## config.mk

```make
export PLATFORM = sky130hd
export DESIGN_NAME = opcode_dispatcher_flat
export DESIGN_NICKNAME = d
export VERILOG_FILES = /design/src/rtl/ula_pkg.sv /design/src/rtl/opcode_dispatcher_if.sv /design/src/rtl/opcode_fifo.sv /design/src/rtl/opcode_dispatcher.sv /design/src/flat_wrapper.sv
export SDC_FILE = /design/constraint.sdc
export NUM_CORES = 1
export LEC_CHECK = 0
export ABC_AREA = 1
export ABC_CLOCK_PERIOD_IN_PS = 4300
export CELL_PAD_IN_SITES_DETAIL_PLACEMENT = 1
export CELL_PAD_IN_SITES_GLOBAL_PLACEMENT = 2
export CORE_ASPECT_RATIO = 0.6
export CORE_MARGIN = 4
export CORE_UTILIZATION = 44
export DETAILED_ROUTE_END_ITERATION = 7
export DONT_BUFFER_PORTS = 1
export GPL_TIMING_DRIVEN = 0
export PLACE_DENSITY_LB_ADDON = 0.1
export SLEW_MARGIN = 20
export SYNTH_ARGS = -nofsm -noshare
export SYNTH_HDL_FRONTEND = slang
export SYNTH_HIERARCHICAL = 1
export SYNTH_SLANG_ARGS = --single-unit
```

## constraint.sdc

```tcl
create_clock -name clk -period 4.3 [get_ports clk]
set_clock_uncertainty 0.2 [all_clocks]
set_input_delay 0.645 -clock clk [delete_from_list [all_inputs] [get_ports clk]]
set_output_delay 0.645 -clock clk [all_outputs]
set_load 0.03 [all_outputs]
```

## src/rtl/ula_pkg.sv

```systemverilog
// Shared ULA opcode definitions: op_sel codes, encoded opcodes and
// the request entry carried from the FIFO to the issue ports.
package ula_pkg;

    typedef enum logic [2:0] {
        OP_ADD = 3'b000,
        OP_SUB = 3'b001,
        OP_MUL = 3'b010,
        OP_DIV = 3'b011,
        OP_MOD = 3'b100
    } op_sel_e;

    localparam logic [7:0] OPC_ADD = 8'h01;
    localparam logic [7:0] OPC_SUB = 8'h02;
    localparam logic [7:0] OPC_MUL = 8'h03;
    localparam logic [7:0] OPC_DIV = 8'h04;
    localparam logic [7:0] OPC_MOD = 8'h05;

    localparam int ENTRY_W = 24;

    typedef struct packed {
        logic [7:0] opcode;
        logic [7:0] a;
        logic [7:0] b;
    } entry_t;

    function automatic logic sel_ok(input logic [2:0] sel);
        return (sel <= OP_MOD);
    endfunction

    function automatic logic [7:0] encode(input logic [2:0] sel);
        logic [7:0] r;
        r = 8'h00;
        case (sel)
            OP_ADD:  r = OPC_ADD;
            OP_SUB:  r = OPC_SUB;
            OP_MUL:  r = OPC_MUL;
            OP_DIV:  r = OPC_DIV;
            OP_MOD:  r = OPC_MOD;
            default: r = 8'h00;
        endcase
        return r;
    endfunction

endpackage

```

## src/rtl/opcode_dispatcher_if.sv

```systemverilog
// Request input, dual-core issue ports and status of the dispatcher.
// master drives requests and issue_ready; slave is the dispatcher.
interface opcode_dispatcher_if #(
    parameter int DEPTH = 4
);
    localparam int CW = $clog2(DEPTH) + 1;

    logic          op_valid;
    logic          op_ready;
    logic [2:0]    op_sel;
    logic [7:0]    operand_a;
    logic [7:0]    operand_b;
    logic [1:0]    issue_valid;
    logic [1:0]    issue_ready;
    logic [7:0]    issue_opcode0;
    logic [7:0]    issue_opcode1;
    logic [7:0]    issue_a0;
    logic [7:0]    issue_a1;
    logic [7:0]    issue_b0;
    logic [7:0]    issue_b1;
    logic          err_invalid;
    logic [7:0]    err_count;
    logic [CW-1:0] fifo_count;

    modport master (
        output op_valid, op_sel, operand_a, operand_b, issue_ready,
        input  op_ready, issue_valid,
        input  issue_opcode0, issue_opcode1,
        input  issue_a0, issue_a1, issue_b0, issue_b1,
        input  err_invalid, err_count, fifo_count
    );

    modport slave (
        input  op_valid, op_sel, operand_a, operand_b, issue_ready,
        output op_ready, issue_valid,
        output issue_opcode0, issue_opcode1,
        output issue_a0, issue_a1, issue_b0, issue_b1,
        output err_invalid, err_count, fifo_count
    );

endinterface

```

## src/rtl/opcode_fifo.sv

```systemverilog
// Synchronous request FIFO; a full FIFO refuses pushes even when
// popping in the same cycle.
module opcode_fifo #(
    parameter int DEPTH = 4,
    parameter int WIDTH = 24
) (
    input  logic                   clk,
    input  logic                   reset,
    input  logic                   push_i,
    input  logic [WIDTH-1:0]       wdata_i,
    input  logic                   pop_i,
    output logic [WIDTH-1:0]       rdata_o,
    output logic                   full_o,
    output logic                   empty_o,
    output logic [$clog2(DEPTH):0] count_o
);
    localparam int AW = $clog2(DEPTH);

    logic [WIDTH-1:0] mem_q [DEPTH];
    logic [AW-1:0]    wr_q, wr_d;
    logic [AW-1:0]    rd_q, rd_d;
    logic [AW:0]      cnt_q, cnt_d;
    logic             do_push, do_pop;

    assign full_o  = (cnt_q == DEPTH[AW:0]);
    assign empty_o = (cnt_q == '0);
    assign count_o = cnt_q;
    assign rdata_o = mem_q[rd_q];

    assign do_push = push_i && !full_o;
    assign do_pop  = pop_i && !empty_o;

    always_comb begin
        wr_d  = wr_q;
        rd_d  = rd_q;
        cnt_d = cnt_q;
        if (do_push) wr_d = wr_q + 1'b1;
        if (do_pop)  rd_d = rd_q + 1'b1;
        case ({do_push, do_pop})
            2'b10:   cnt_d = cnt_q + 1'b1;
            2'b01:   cnt_d = cnt_q - 1'b1;
            default: cnt_d = cnt_q;
        endcase
    end

    always_ff @(posedge clk) begin
        if (reset) begin
            wr_q  <= '0;
            rd_q  <= '0;
            cnt_q <= '0;
        end else begin
            wr_q  <= wr_d;
            rd_q  <= rd_d;
            cnt_q <= cnt_d;
        end
    end

    always_ff @(posedge clk) begin
        if (do_push) mem_q[wr_q] <= wdata_i;
    end

endmodule

```

## src/rtl/opcode_dispatcher.sv

```systemverilog
// Encodes ULA requests, queues them and issues them in order to two
// cores with round-robin preference.
module opcode_dispatcher
    import ula_pkg::*;
#(
    parameter int DEPTH = 4
) (
    input  logic                clk,
    input  logic                reset,
    opcode_dispatcher_if.slave  bus
);
    localparam int CW = $clog2(DEPTH) + 1;

    entry_t          wr_e, hd_e;
    logic            push, pop, full, empty;
    logic [CW-1:0]   count;
    logic            accept, good;
    logic            rdy_q;
    logic            rr_q, rr_d;
    logic [1:0]      iv_q, iv_d;
    logic [1:0]      free, load;
    entry_t [1:0]    core_q, core_d;
    logic            err_q, err_d;
    logic [7:0]      errc_q, errc_d;

    // rdy_q keeps op_ready low until the first edge after reset drops
    assign bus.op_ready = rdy_q && !full && !reset;
    assign accept = bus.op_valid && bus.op_ready;
    assign good   = sel_ok(bus.op_sel);
    assign push   = accept && good;
    assign wr_e   = {encode(bus.op_sel), bus.operand_a, bus.operand_b};

    opcode_fifo #(
        .DEPTH (DEPTH),
        .WIDTH (ENTRY_W)
    ) u_fifo (
        .clk     (clk),
        .reset   (reset),
        .push_i  (push),
        .wdata_i (wr_e),
        .pop_i   (pop),
        .rdata_o (hd_e),
        .full_o  (full),
        .empty_o (empty),
        .count_o (count)
    );

    assign free = ~iv_q | bus.issue_ready;

    always_comb begin
        load = 2'b00;
        pop  = 1'b0;
        rr_d = rr_q;
        if (!empty) begin
            if (free[rr_q]) begin
                load[rr_q] = 1'b1;
                pop        = 1'b1;
                rr_d       = !rr_q;
            end else if (free[!rr_q]) begin
                load[!rr_q] = 1'b1;
                pop         = 1'b1;
                rr_d        = rr_q;
            end
        end
        for (int k = 0; k < 2; k++) begin
            iv_d[k]   = load[k] | (iv_q[k] & ~bus.issue_ready[k]);
            core_d[k] = load[k] ? hd_e : core_q[k];
        end
        err_d  = accept && !good;
        errc_d = errc_q;
        if (err_d && errc_q != 8'hFF) errc_d = errc_q + 8'd1;
    end

    always_ff @(posedge clk) begin
        if (reset) begin
            rdy_q  <= 1'b0;
            rr_q   <= 1'b0;
            iv_q   <= '0;
            core_q <= '0;
            err_q  <= 1'b0;
            errc_q <= '0;
        end else begin
            rdy_q  <= 1'b1;
            rr_q   <= rr_d;
            iv_q   <= iv_d;
            core_q <= core_d;
            err_q  <= err_d;
            errc_q <= errc_d;
        end
    end

    assign bus.issue_valid   = iv_q;
    assign bus.issue_opcode0 = core_q[0].opcode;
    assign bus.issue_a0      = core_q[0].a;
    assign bus.issue_b0      = core_q[0].b;
    assign bus.issue_opcode1 = core_q[1].opcode;
    assign bus.issue_a1      = core_q[1].a;
    assign bus.issue_b1      = core_q[1].b;
    assign bus.err_invalid   = err_q;
    assign bus.err_count     = errc_q;
    assign bus.fifo_count    = count;

endmodule

```

## src/flat_wrapper.sv

```systemverilog
// flat-port wrapper written by rule: the top's interface ports become plain ports
module opcode_dispatcher_flat import ula_pkg::*;
#(
    parameter int DEPTH = 4
)
  (clk, reset, bus_op_valid, bus_op_sel, bus_operand_a, bus_operand_b, bus_issue_ready, bus_op_ready, bus_issue_valid, bus_issue_opcode0, bus_issue_opcode1, bus_issue_a0, bus_issue_a1, bus_issue_b0, bus_issue_b1, bus_err_invalid, bus_err_count, bus_fifo_count);
  opcode_dispatcher_if #(.DEPTH(DEPTH)) bus_i ();
  input  logic clk;
  input  logic reset;
  input wire logic [$bits(bus_i.op_valid)-1:0] bus_op_valid;
  input wire logic [$bits(bus_i.op_sel)-1:0] bus_op_sel;
  input wire logic [$bits(bus_i.operand_a)-1:0] bus_operand_a;
  input wire logic [$bits(bus_i.operand_b)-1:0] bus_operand_b;
  input wire logic [$bits(bus_i.issue_ready)-1:0] bus_issue_ready;
  output wire logic [$bits(bus_i.op_ready)-1:0] bus_op_ready;
  output wire logic [$bits(bus_i.issue_valid)-1:0] bus_issue_valid;
  output wire logic [$bits(bus_i.issue_opcode0)-1:0] bus_issue_opcode0;
  output wire logic [$bits(bus_i.issue_opcode1)-1:0] bus_issue_opcode1;
  output wire logic [$bits(bus_i.issue_a0)-1:0] bus_issue_a0;
  output wire logic [$bits(bus_i.issue_a1)-1:0] bus_issue_a1;
  output wire logic [$bits(bus_i.issue_b0)-1:0] bus_issue_b0;
  output wire logic [$bits(bus_i.issue_b1)-1:0] bus_issue_b1;
  output wire logic [$bits(bus_i.err_invalid)-1:0] bus_err_invalid;
  output wire logic [$bits(bus_i.err_count)-1:0] bus_err_count;
  output wire logic [$bits(bus_i.fifo_count)-1:0] bus_fifo_count;
  assign bus_i.op_valid = bus_op_valid;
  assign bus_i.op_sel = bus_op_sel;
  assign bus_i.operand_a = bus_operand_a;
  assign bus_i.operand_b = bus_operand_b;
  assign bus_i.issue_ready = bus_issue_ready;
  assign bus_op_ready = bus_i.op_ready;
  assign bus_issue_valid = bus_i.issue_valid;
  assign bus_issue_opcode0 = bus_i.issue_opcode0;
  assign bus_issue_opcode1 = bus_i.issue_opcode1;
  assign bus_issue_a0 = bus_i.issue_a0;
  assign bus_issue_a1 = bus_i.issue_a1;
  assign bus_issue_b0 = bus_i.issue_b0;
  assign bus_issue_b1 = bus_i.issue_b1;
  assign bus_err_invalid = bus_i.err_invalid;
  assign bus_err_count = bus_i.err_count;
  assign bus_fifo_count = bus_i.fifo_count;
  opcode_dispatcher #(.DEPTH(DEPTH)) u_core (.clk(clk), .reset(reset), .bus(bus_i));
endmodule
```

### After elaboration in Yosys (flattened, before gate mapping)

Memory sizes are Yosys's and may differ from the RTL's. A register that Yosys moved wholly into a read port is not among the register bits.
Index checks and enable logic that the tools add are counted.

| operators by class | value |
|---|---|
| add/subtract/negate cells | 5 |
| magnitude comparators | 5 |
| equality and inequality tests | 8 |
| mux-type cells | 21 |
| bitwise logic cells | 9 |
| reduce and logical (&&, ||, !) cells | 19 |

Operators with widths:

| kind | number |
|---|---|
| 3-bit case mux with 5 select lines | 1 |
| 1-bit two-way mux | 12 |
| 1-bit logical AND | 10 |
| 2-bit two-way mux | 5 |
| 8-bit by 1-bit adder with 8-bit output (second input constant) | 1 |
| 8-bit != test (second input constant) | 1 |
| 3-bit by 2-bit equality test with 1-bit output (second input constant) | 2 |
| 3-bit equality test (second input constant) | 2 |
| 3-bit logical NOT | 2 |
| 3-bit case mux with 2 select lines | 1 |
| 1-bit logical NOT | 5 |
| 2-bit by 1-bit adder with 2-bit output (second input constant) | 2 |
| 1-bit by 2-bit < comparator with 1-bit output (second input constant) | 2 |
| 3-bit by 1-bit adder with 3-bit output (second input constant) | 1 |
| 3-bit by 1-bit equality test with 1-bit output (second input constant) | 1 |
| 3-bit <= comparator (second input constant) | 1 |
| 1-bit inverter | 3 |
| 3-bit by 1-bit subtractor with 3-bit output (second input constant) | 1 |
| 1-bit AND | 2 |
| 1-bit demux with 1-bit select | 2 |
| 2-bit by 1-bit equality test with 1-bit output (second input constant) | 1 |
| 2-bit equality test (second input constant) | 1 |
| 1-bit >= comparator (second input constant) | 2 |
| 2-bit inverter | 1 |
| other kinds (4) | 5 |

| storage, ports and cells | value |
|---|---|
| bits in registers | 68 |
| RAM bits | 76 |
| input port bits | 24 |
| output and inout port bits | 63 |
| word-level logic and storage cells | 82 |
| memories | 1 |

Memory list:

| name | depth | bits a word | rd ports | clocked after memory_dff | wr ports | line | source |
|---|---|---|---|---|---|---|---|
| u_core.u_fifo.mem_q | 4 | 19 | 1 | 1 | 1 | opcode_fifo.sv:19 | `logic [WIDTH-1:0] mem_q [DEPTH];` |

### Logic depth before layout (Yosys ltp)

Gate-level depths: netlist (run 1).

| logic depth | value |
|---|---|
| depth after elaboration | 10 |
| mapped depth | 17 |
| depth with buffers taken out | 17 |

### By module

The synthesis (run 1) kept the hierarchy.

By module, submodules not included:

| module | times used | cells each | area each (µm²) | seq. area each (µm²) |
|---|---|---|---|---|
| opcode_fifo | 1 | 302 | 4215.3 | 3062.9 |
| opcode_dispatcher | 1 | 322 | 2392.3 | 1221.2 |

### Worst setup path after synthesis (run 1)

Ideal clock, no wire load.

| timing path | value |
|---|---|
| kind | flip-flop to flip-flop |
| start | register u_core.u_fifo.cnt_q[1], in the netlist u_core/u_fifo/count_o[1] |
| end | memory u_core/u_fifo/mem_q[0][0] in the netlist's numbering, enable pin |
| setup time | 0.405 ns |
| data arrival time | 2.379 ns |
| required time | 3.695 ns |
| setup slack | 1.316 ns |
| stages on the path, launching flop included | 9 |
| buffers on the path | 0 |
| period minus slack after synthesis | 2.984 ns |
| cell sequence | dfxtp_1 -> nor2_2 -> nand2_1 -> inv_1 -> nor2_4 -> nand3_2 -> a21oi_1 -> nand2_2 -> nor2_1 |

| between the ends | value |
|---|---|
| cells in the longest elaborated chain, start to end | 9 |

Ends and longest elaborated chain:

| element | line | source |
|---|---|---|
| start, declared | opcode_fifo.sv:22 | `logic [AW:0] cnt_q, cnt_d;` |
| start signal, assigned | opcode_fifo.sv:54 | `cnt_q <= cnt_d;` |
| 3-bit equality test | opcode_fifo.sv:25 | `assign full_o = (cnt_q == DEPTH[AW:0]);` |
| via u_core.full | opcode_dispatcher.sv:15 | `logic push, pop, full, empty;` |
| 1-bit logical NOT | opcode_dispatcher.sv:27 | `assign bus.op_ready = rdy_q && !full && !reset;` |
| 1-bit logical AND (2 in series) | opcode_dispatcher.sv:27 |  |
| 1-bit logical AND | opcode_dispatcher.sv:28 | `assign accept = bus.op_valid && bus.op_ready;` |
| 1-bit logical AND | opcode_dispatcher.sv:30 | `assign push = accept && good;` |
| via u_core.push | opcode_dispatcher.sv:15 |  |
| 1-bit logical AND | opcode_fifo.sv:30 | `assign do_push = push_i && !full_o;` |
| 1-bit two-way mux | opcode_fifo.sv:59 | `if (do_push) mem_q[wr_q] <= wdata_i;` |
| 1-bit two-way mux (not written as such) | opcode_fifo.sv:59 |  |
| end, declared | opcode_fifo.sv:19 |  |

The timed path passes the listed nets, and every way through them passes these cells.

### Worst setup path after layout (run 1)

| timing path | value |
|---|---|
| start | register u_core.u_fifo.cnt_q[1], in the netlist u_core/u_fifo/count_o[1] |
| end | output bus_op_ready |

| between the ends | value |
|---|---|
| cells in the longest elaborated chain, start to end | 4 |

Ends and longest elaborated chain:

| element | line | source |
|---|---|---|
| 3-bit equality test | opcode_fifo.sv:25 |  |
| via u_core.full | opcode_dispatcher.sv:15 |  |
| 1-bit logical NOT | opcode_dispatcher.sv:27 |  |
| 1-bit logical AND (2 in series) | opcode_dispatcher.sv:27 |  |
| end, declared | flat_wrapper.sv:15 | `output wire logic [$bits(bus_i.op_ready)-1:0] bus_op_ready;` |

The timed path passes the listed nets, and every way through them passes these cells.

==> reports/results.txt, run 1 <==
Outcome - complete, no violations
DRC Markers - 0
DR iter-0 viols - 267
Sequential power share - 0.463
Routed Wire Length - 17300 µm
First-pass GRT wire length - 26800 µm
DIE WIDTH - 166 µm
Number of global-route vias before repair - 4537
Req. time, crit path - 3450 ps
Distinct cells, synth - 28
Nets@finish - 697
Slowest stage cell, crit path - nor3b_1
P_sw - 2350 µW
Congestion Overflow GR - 0
Number of synthesis warnings - 6
Rel. slew slack - 0.346
Row count - 34
DR vias - 4495
Clk Tree Root Cell - clkbuf_16
Core area - 14600 µm²
Max Cap Viol - 0
Internal power - 3230 µW
Area contributors post-synth - edfxtp_1, dfxtp_1, nor2_1
Worst skew pair latency - 420 ps
Tmin final - 3030 ps
Worst-path clk slew - 70 ps
Hold depth - 1
Gate Count Post-Synth - 624
Clock buffer depth - 2
Sequential share of the synthesized area - 0.648
Worst Path Arrival - 2180 ps
Pleak - 0.00276 µW
Clock network fraction of design power - 0.260
Fin crit share - 0.704
Drt via density - 5.13
FILL cells - 1571
Comb power frac - 0.277
Worst min path class - in2reg
Number of synthesized flops with an enable pin - 96
Power per cell area - 732 nW/µm²
Largest net degree at the start of global routing - 19
Synthesis-to-finish area growth - 15.4%
Worst-path cell chain - nor2_2 -> nand2_1 -> inv_1 -> nor3b_1
Setup TNS - 0 ps
Most common cell after layout, fill and taps aside - nor2_1
Reg-to-Reg Start - u_core/u_fifo/count_o[1]
DP HPWL - 12500 µm
Crit. path cell count - 4
Detail Route met2 WL - 7470 µm
Layout cells sized above 1 - 0.175
Beginning of the worst hold path - reset
Post-CTS Hold Fix Bufs - 0
Setup slack after placement - 1340 ps
Gp weighted congestion - 0.765
I/O pin cnt - 87
Die area - 17100 µm²
Design Power - 5580 µW
CP Capture Type - primary output
Fmax - 330 MHz
Crit start category - flip-flop
Starting Density - 0.453
TritonCTS clock tree - built
RSZ-0062 raised after global routing - false
Die height - 103 µm
Number of port buffers - 0
Crit path kind - reg2out
Area leader, netlist - edfxtp_1
DR pass1 iterations - 4
Count of final setup violators - 0
DR WL met3 - 1440 µm
Top Metal Used - met4
Crit-path max FO - 4
Diode count - 0
Critical Path Source - u_core/u_fifo/count_o[1]
Met1 Wirelength - 8330 µm
Dominant synthesized flop cell - edfxtp_1
Syn avg cell area - 10.6 µm²
Hold Slack - 93.6 ps
Cells on worst reg2reg path - 15
Final setup margin - 1270 ps
Post-CTS resize count - 0
CTS sink count - 166
Inserted Clock Buffers - 17
Buf+Inv Stages, Crit Path - 1
Fin. Hold Viols - 0
Switching portion of total power - 0.421
Postcts setup bufs - 0
Post-Syn Area - 6610 µm²
Htree depth - 4
Flops & latches, synth - 166
Max Slew Vio Count - 0
Crit-path max cell delay - 800 ps
Crit path max-delay family - simple AND/OR/NAND/NOR gates
Synth top area share - 0.436
GRT Util Overall - 0.207
Async SR Flop Fraction - 0
Routed WL per cell - 19.7 µm
Peak VDD IR - 289 µV
Most frequent cells in the layout - nor2_1, o21ai_0, edfxtp_1
Initial antenna violation count - 0
DRT antenna net count - 0
Least-Margin Pin Slew - 979 ps
## registers in the layout, indices dropped and copies added, names as in the netlist, named ones only
name,count
u_core/bus.issue_b1,8
u_core/u_fifo/count_o,3
u_core/bus.issue_b0,8
u_core/u_fifo/rd_q,2
u_core/bus.issue_opcode0,8
u_core/bus.issue_a0,8
u_core/u_fifo/mem_q,96
u_core/bus.issue_opcode1,8
u_core/rr_q,1
u_core/rdy_q,1
u_core/u_fifo/wr_q,2
u_core/bus.err_invalid,1
u_core/bus.issue_a1,8
u_core/bus.err_count,8
u_core/bus.issue_valid,2
## routing by layer
layer	up-vias	global-route usage
met5	-	0
met4	0	0.0507
met3	4	0.0801
met2	93	0.309
met1	2215	0.288
li1	2183	-
## path summary, 6_finish.rpt
path | endpoint | slack [ps]
worst max-delay path | bus_op_ready | 1270
worst min-delay path | u_core/u_fifo/wr_q[1] | 90
worst max register to register | u_core/u_fifo/count_o[2] | 1330
worst min register to register | u_core/rr_q | 290
## power groups by stage
| stage | Sequential (µW) | Combinational [µW] | Clock [µW] |
|---|---|---|---|
| after global routing | 2620 | 1730 | 1550 |
| after detailed placement | 2630 | 1530 | 0 |
| after CTS | 2590 | 1540 | 1490 |
| after floorplan | 2540 | 1070 | 0 |
| after global placement | 2620 | 1470 | 0 |
| final | 2580 | 1540 | 1450 |
## worst register-to-register path: stages (launching register included)
cell and delay, ps:
dfxtp_1 580, nor2_2 100, nand2_1 170, inv_1 110, nor2_4 90, nand3_2 100
a21oi_1 310, nand2_2 250, ha_1 300, inv_1 90, fa_1 180, inv_1 40
nand2_1 50, nand3_1 110, nor2_1 120, nor2_1 50
## cell type report
class                           instances  area, µm²  area share
Inverter                               43        161      0.0212
Buffer                                 29        171      0.0225
Tap cell                              198        248      0.0325
Clock inverter                         12        119      0.0156
Timing Repair Buffer                    4        110      0.0144
Clock buffer                           20        437      0.0573
Sequential cell                       166       4280       0.562
Multi-Input combinational cell        405       2090       0.274
## per-stage QoR
step            util  cell area, µm²  instances
3_5_place_dp   0.484            7070        845
4_1_cts        0.522            7620        877
2_1_floorplan      -            6680        643
5_1_grt        0.522            7620        877
3_3_place_gp   0.475            6930        841
6_report       0.522            7620        877
## synth_stat cells (6+ instances only)
| cell type | count |
|---|---|
| a21oi_1 | 11 |
| buf_2 | 17 |
| clkbuf_1 | 6 |
| dfxtp_1 | 70 |
| edfxtp_1 | 96 |
| ha_1 | 6 |
| inv_1 | 37 |
| nand2_1 | 38 |
| nand3_1 | 12 |
| nor2_1 | 149 |
| nor2_2 | 25 |
| o21ai_0 | 97 |
| o21ai_1 | 6 |
| o22ai_2 | 20 |
## logic make-up (layout without fill, tap and decap cells)
group                      count (synthesis)  in the layout  synth area share
DFF                                      166            166             0.648
and+or+nand+nor                          237            237             0.154
xor gates and xnor gates                   1              1           0.00133
buffers and inverters                     72            108            0.0504
other                                      1             20          0.000568
adders and majority gates                  7              7            0.0144
AOI/OAI and AO/OA                        140            140             0.131
(Power assumes the default switching activity.)
==> run 2: changes to the inputs <==
- ABC_CLOCK_PERIOD_IN_PS: 4300 -> 3000
- CORE_UTILIZATION: 44 -> 41
- clock period: 4.3 -> 3 ns (I/O delays scaled with it)
==> reports/results.txt, run 2 (synthesis results as in run 1) <==
Pleak - 0.00285 µW (+3.4%)
Req. time, crit path - 3150 ps (-300 ps)
Setup slack after placement - 29.7 ps (-1310 ps)
Beginning of the worst hold path - reset
Gp weighted congestion - 0.771 (+0.69%)
Clock network fraction of design power - 0.264 (+0.004)
Reg-to-Reg Start - u_core/u_fifo/count_o[1]
Internal power - 4730 µW (+46%)
Worst-path clk slew - 60 ps (about the same)
Worst-path cell chain - nor2_2 -> nand2_1 -> inv_1 -> nor2_4 -> nand3_2 -> a21oi_2 -> nand2_2 -> ha_1 -> inv_1 -> fa_1 -> inv_1 -> nand2_1 -> nand3_1 -> nand2_1 -> nand2_1 -> nor2_1
Post-Layout Cell Count - 898 (+2.4%)
Number of global-route vias before repair - 4804 (+5.9%)
Buf+Inv Stages, Crit Path - 3 (+2)
Routed Wire Length - 17600 µm (+1.6%)
DIE WIDTH - 172 µm (+3.4%)
DR iter-0 viols - 327 (+22%)
Worst Path Arrival - 2900 ps (+720 ps)
Cell count after placement - 850 (+0.59%)
Fin. Hold Viols - 0 (unchanged)
DRC Markers - 0 (unchanged)
Core area - 15500 µm² (+6.5%)
GRT Util Overall - 0.198 (-0.00914)
Cells on worst reg2reg path - 16 (+1)
Row count - 35 (+2.9%)
Clock buffer depth - 2 (unchanged)
TritonCTS clock tree - built
Crit-path max FO - 7 (+3)
P_sw - 3340 µW (+42%)
Number of port buffers - 0 (unchanged)
CP Capture Type - flip-flop
Worst skew pair latency - 420 ps (about the same)
Max Cap Viol - 0 (unchanged)
DRT antenna net count - 0 (unchanged)
Hold depth - 3 (+2)
FILL cells - 1682 (+7.1%)
Worst min path class - in2reg
Nets@finish - 714 (+2.4%)
Crit path max-delay family - simple AND/OR/NAND/NOR gates
Peak VDD IR - 395 µV (+37%)
Hold Crit Endpoint - u_core/u_fifo/count_o[2]
Crit path kind - reg2reg
First-pass GRT wire length - 27000 µm (+0.95%)
Initial antenna violation count - 1 (+1)
Most frequent cells in the layout - nor2_1, o21ai_0, edfxtp_1
Max Slew Vio Count - 0 (unchanged)
Comb power frac - 0.275 (-0.002)
Least-Margin Pin Slew - 954 ps (-25.3 ps)
Drt via density - 5.15 (+0.42%)
Clk Tree Root Cell - clkbuf_16
Most frequent CP cell - nand2_1
I/O pin cnt - 87 (unchanged)
Setup TNS - 0 ps (unchanged)
Count of final setup violators - 0 (unchanged)
CTS sink count - 166 (unchanged)
Largest net degree at the start of global routing - 20 (+1)
RSZ-0062 raised after global routing - false
Synthesis-to-finish area growth - 18.0%
Rel. slew slack - 0.363 (+0.0169)
Diode count - 0 (unchanged)
Routed WL per cell - 19.6 µm (-0.80%)
Die area - 18300 µm² (+6.9%)
Power per cell area - 1040 nW/µm² (+41%)
Htree depth - 4 (unchanged)
Top reg by flops - u_core/u_fifo/mem_q
Fin crit share - 0.917
Final setup margin - 249 ps (-1020 ps)
Tmin final - 2750 ps
DP HPWL - 12900 µm (+3.6%)
Starting Density - 0.425 (-0.0278)
DR pass1 iterations - 5 (+1)
Design Power - 8070 µW (+45%)
Outcome - complete, no violations
DR vias - 4622 (+2.8%)
Crit-path max cell delay - 460 ps (-340 ps)
Switching portion of total power - 0.414 (-0.00651)
Reg2Reg Setup Slack - 250 ps (-1080 ps)
Largest register FFs - 96 (unchanged)
Sequential power share - 0.461 (-0.002)
Die height - 106 µm (+3.3%)
Congestion Overflow GR - 0 (unchanged)
Most common cell after layout, fill and taps aside - nor2_1
RR Endpoint - u_core/u_fifo/count_o[2]
Layout cells sized above 1 - 0.177 (+0.00172)
Fmax - 363 MHz
Crit start category - flip-flop
Hold Slack - 37.7 ps (-56.0 ps)
Inserted Clock Buffers - 17 (unchanged)
Slowest stage cell, crit path - dfxtp_2
## run 2: timing repair
item | CTS | global route
endpoints found under the hold margin | 68 | 0
resized for setup | 1 | 3
pin swaps | 0 | 0
setup buffers | 0 | 0
hold buffers | 17 | 0
setup endpoints to repair | 1 | 10
## run 2: metrics by stage
step	area, µm²	utilization
3_5_place_dp	7050	0.453
5_1_grt	7800	0.502
6_report	7800	0.502
2_1_floorplan	6680	-
4_1_cts	7790	0.501
3_3_place_gp	6930	0.446
## run 2: metal layers
layer	share of wire	vias to the layer above	global-route usage
met4	0.010	2	0.0572
li1	-	2217	-
met1	0.49	2262	0.281
met5	0.00074	-	0
met3	0.085	14	0.0751
met2	0.42	127	0.283
## run 2: area by class of cell
cell class	count	area, µm²	share of cell area
Sequential cell	166	4290	0.550
Multi-Input combinational cell	405	2100	0.269
Clock buffer	20	479	0.0615
Timing Repair Buffer	21	255	0.0327
Tap cell	203	254	0.0326
Buffer	29	171	0.0220
Inverter	43	161	0.0207
Clock inverter	11	92.6	0.0119
## run 2: power by group through the flow
stage | sequential [µW] | clock (µW) | combinational [µW]
4_1_cts | 3730 | 2180 | 2230
3_3_place_gp | 3760 | 0 | 2100
3_5_place_dp | 3780 | 0 | 2190
5_1_grt | 3780 | 2300 | 2510
6_report | 3720 | 2130 | 2220
2_1_floorplan | 3640 | 0 | 1540
## run 2: worst max-delay path by stage
stage / from / end / slack [ps] / depth (start not counted)
floorplan: u_core/u_fifo/count_o[1] / u_core/u_fifo/mem_q[2][0] / 20 / 8
global placement: u_core/u_fifo/count_o[1] / u_core/u_fifo/mem_q[0][14] / -1090 / 8
detailed placement: u_core/u_fifo/count_o[1] / u_core/u_fifo/count_o[2] / 30 / 16
CTS: u_core/u_fifo/count_o[0] / u_core/u_fifo/count_o[2] / 60 / 16
global route: u_core/u_fifo/count_o[1] / u_core/u_fifo/count_o[2] / 50 / 16
finish: u_core/u_fifo/count_o[1] / u_core/u_fifo/count_o[2] / 250 / 16
## run 2: tightest hold or removal path, delay by kind of cell
kind / cells / cell delay (ps)
simple gates: 2 / 120
buf+inv: 1 / 50
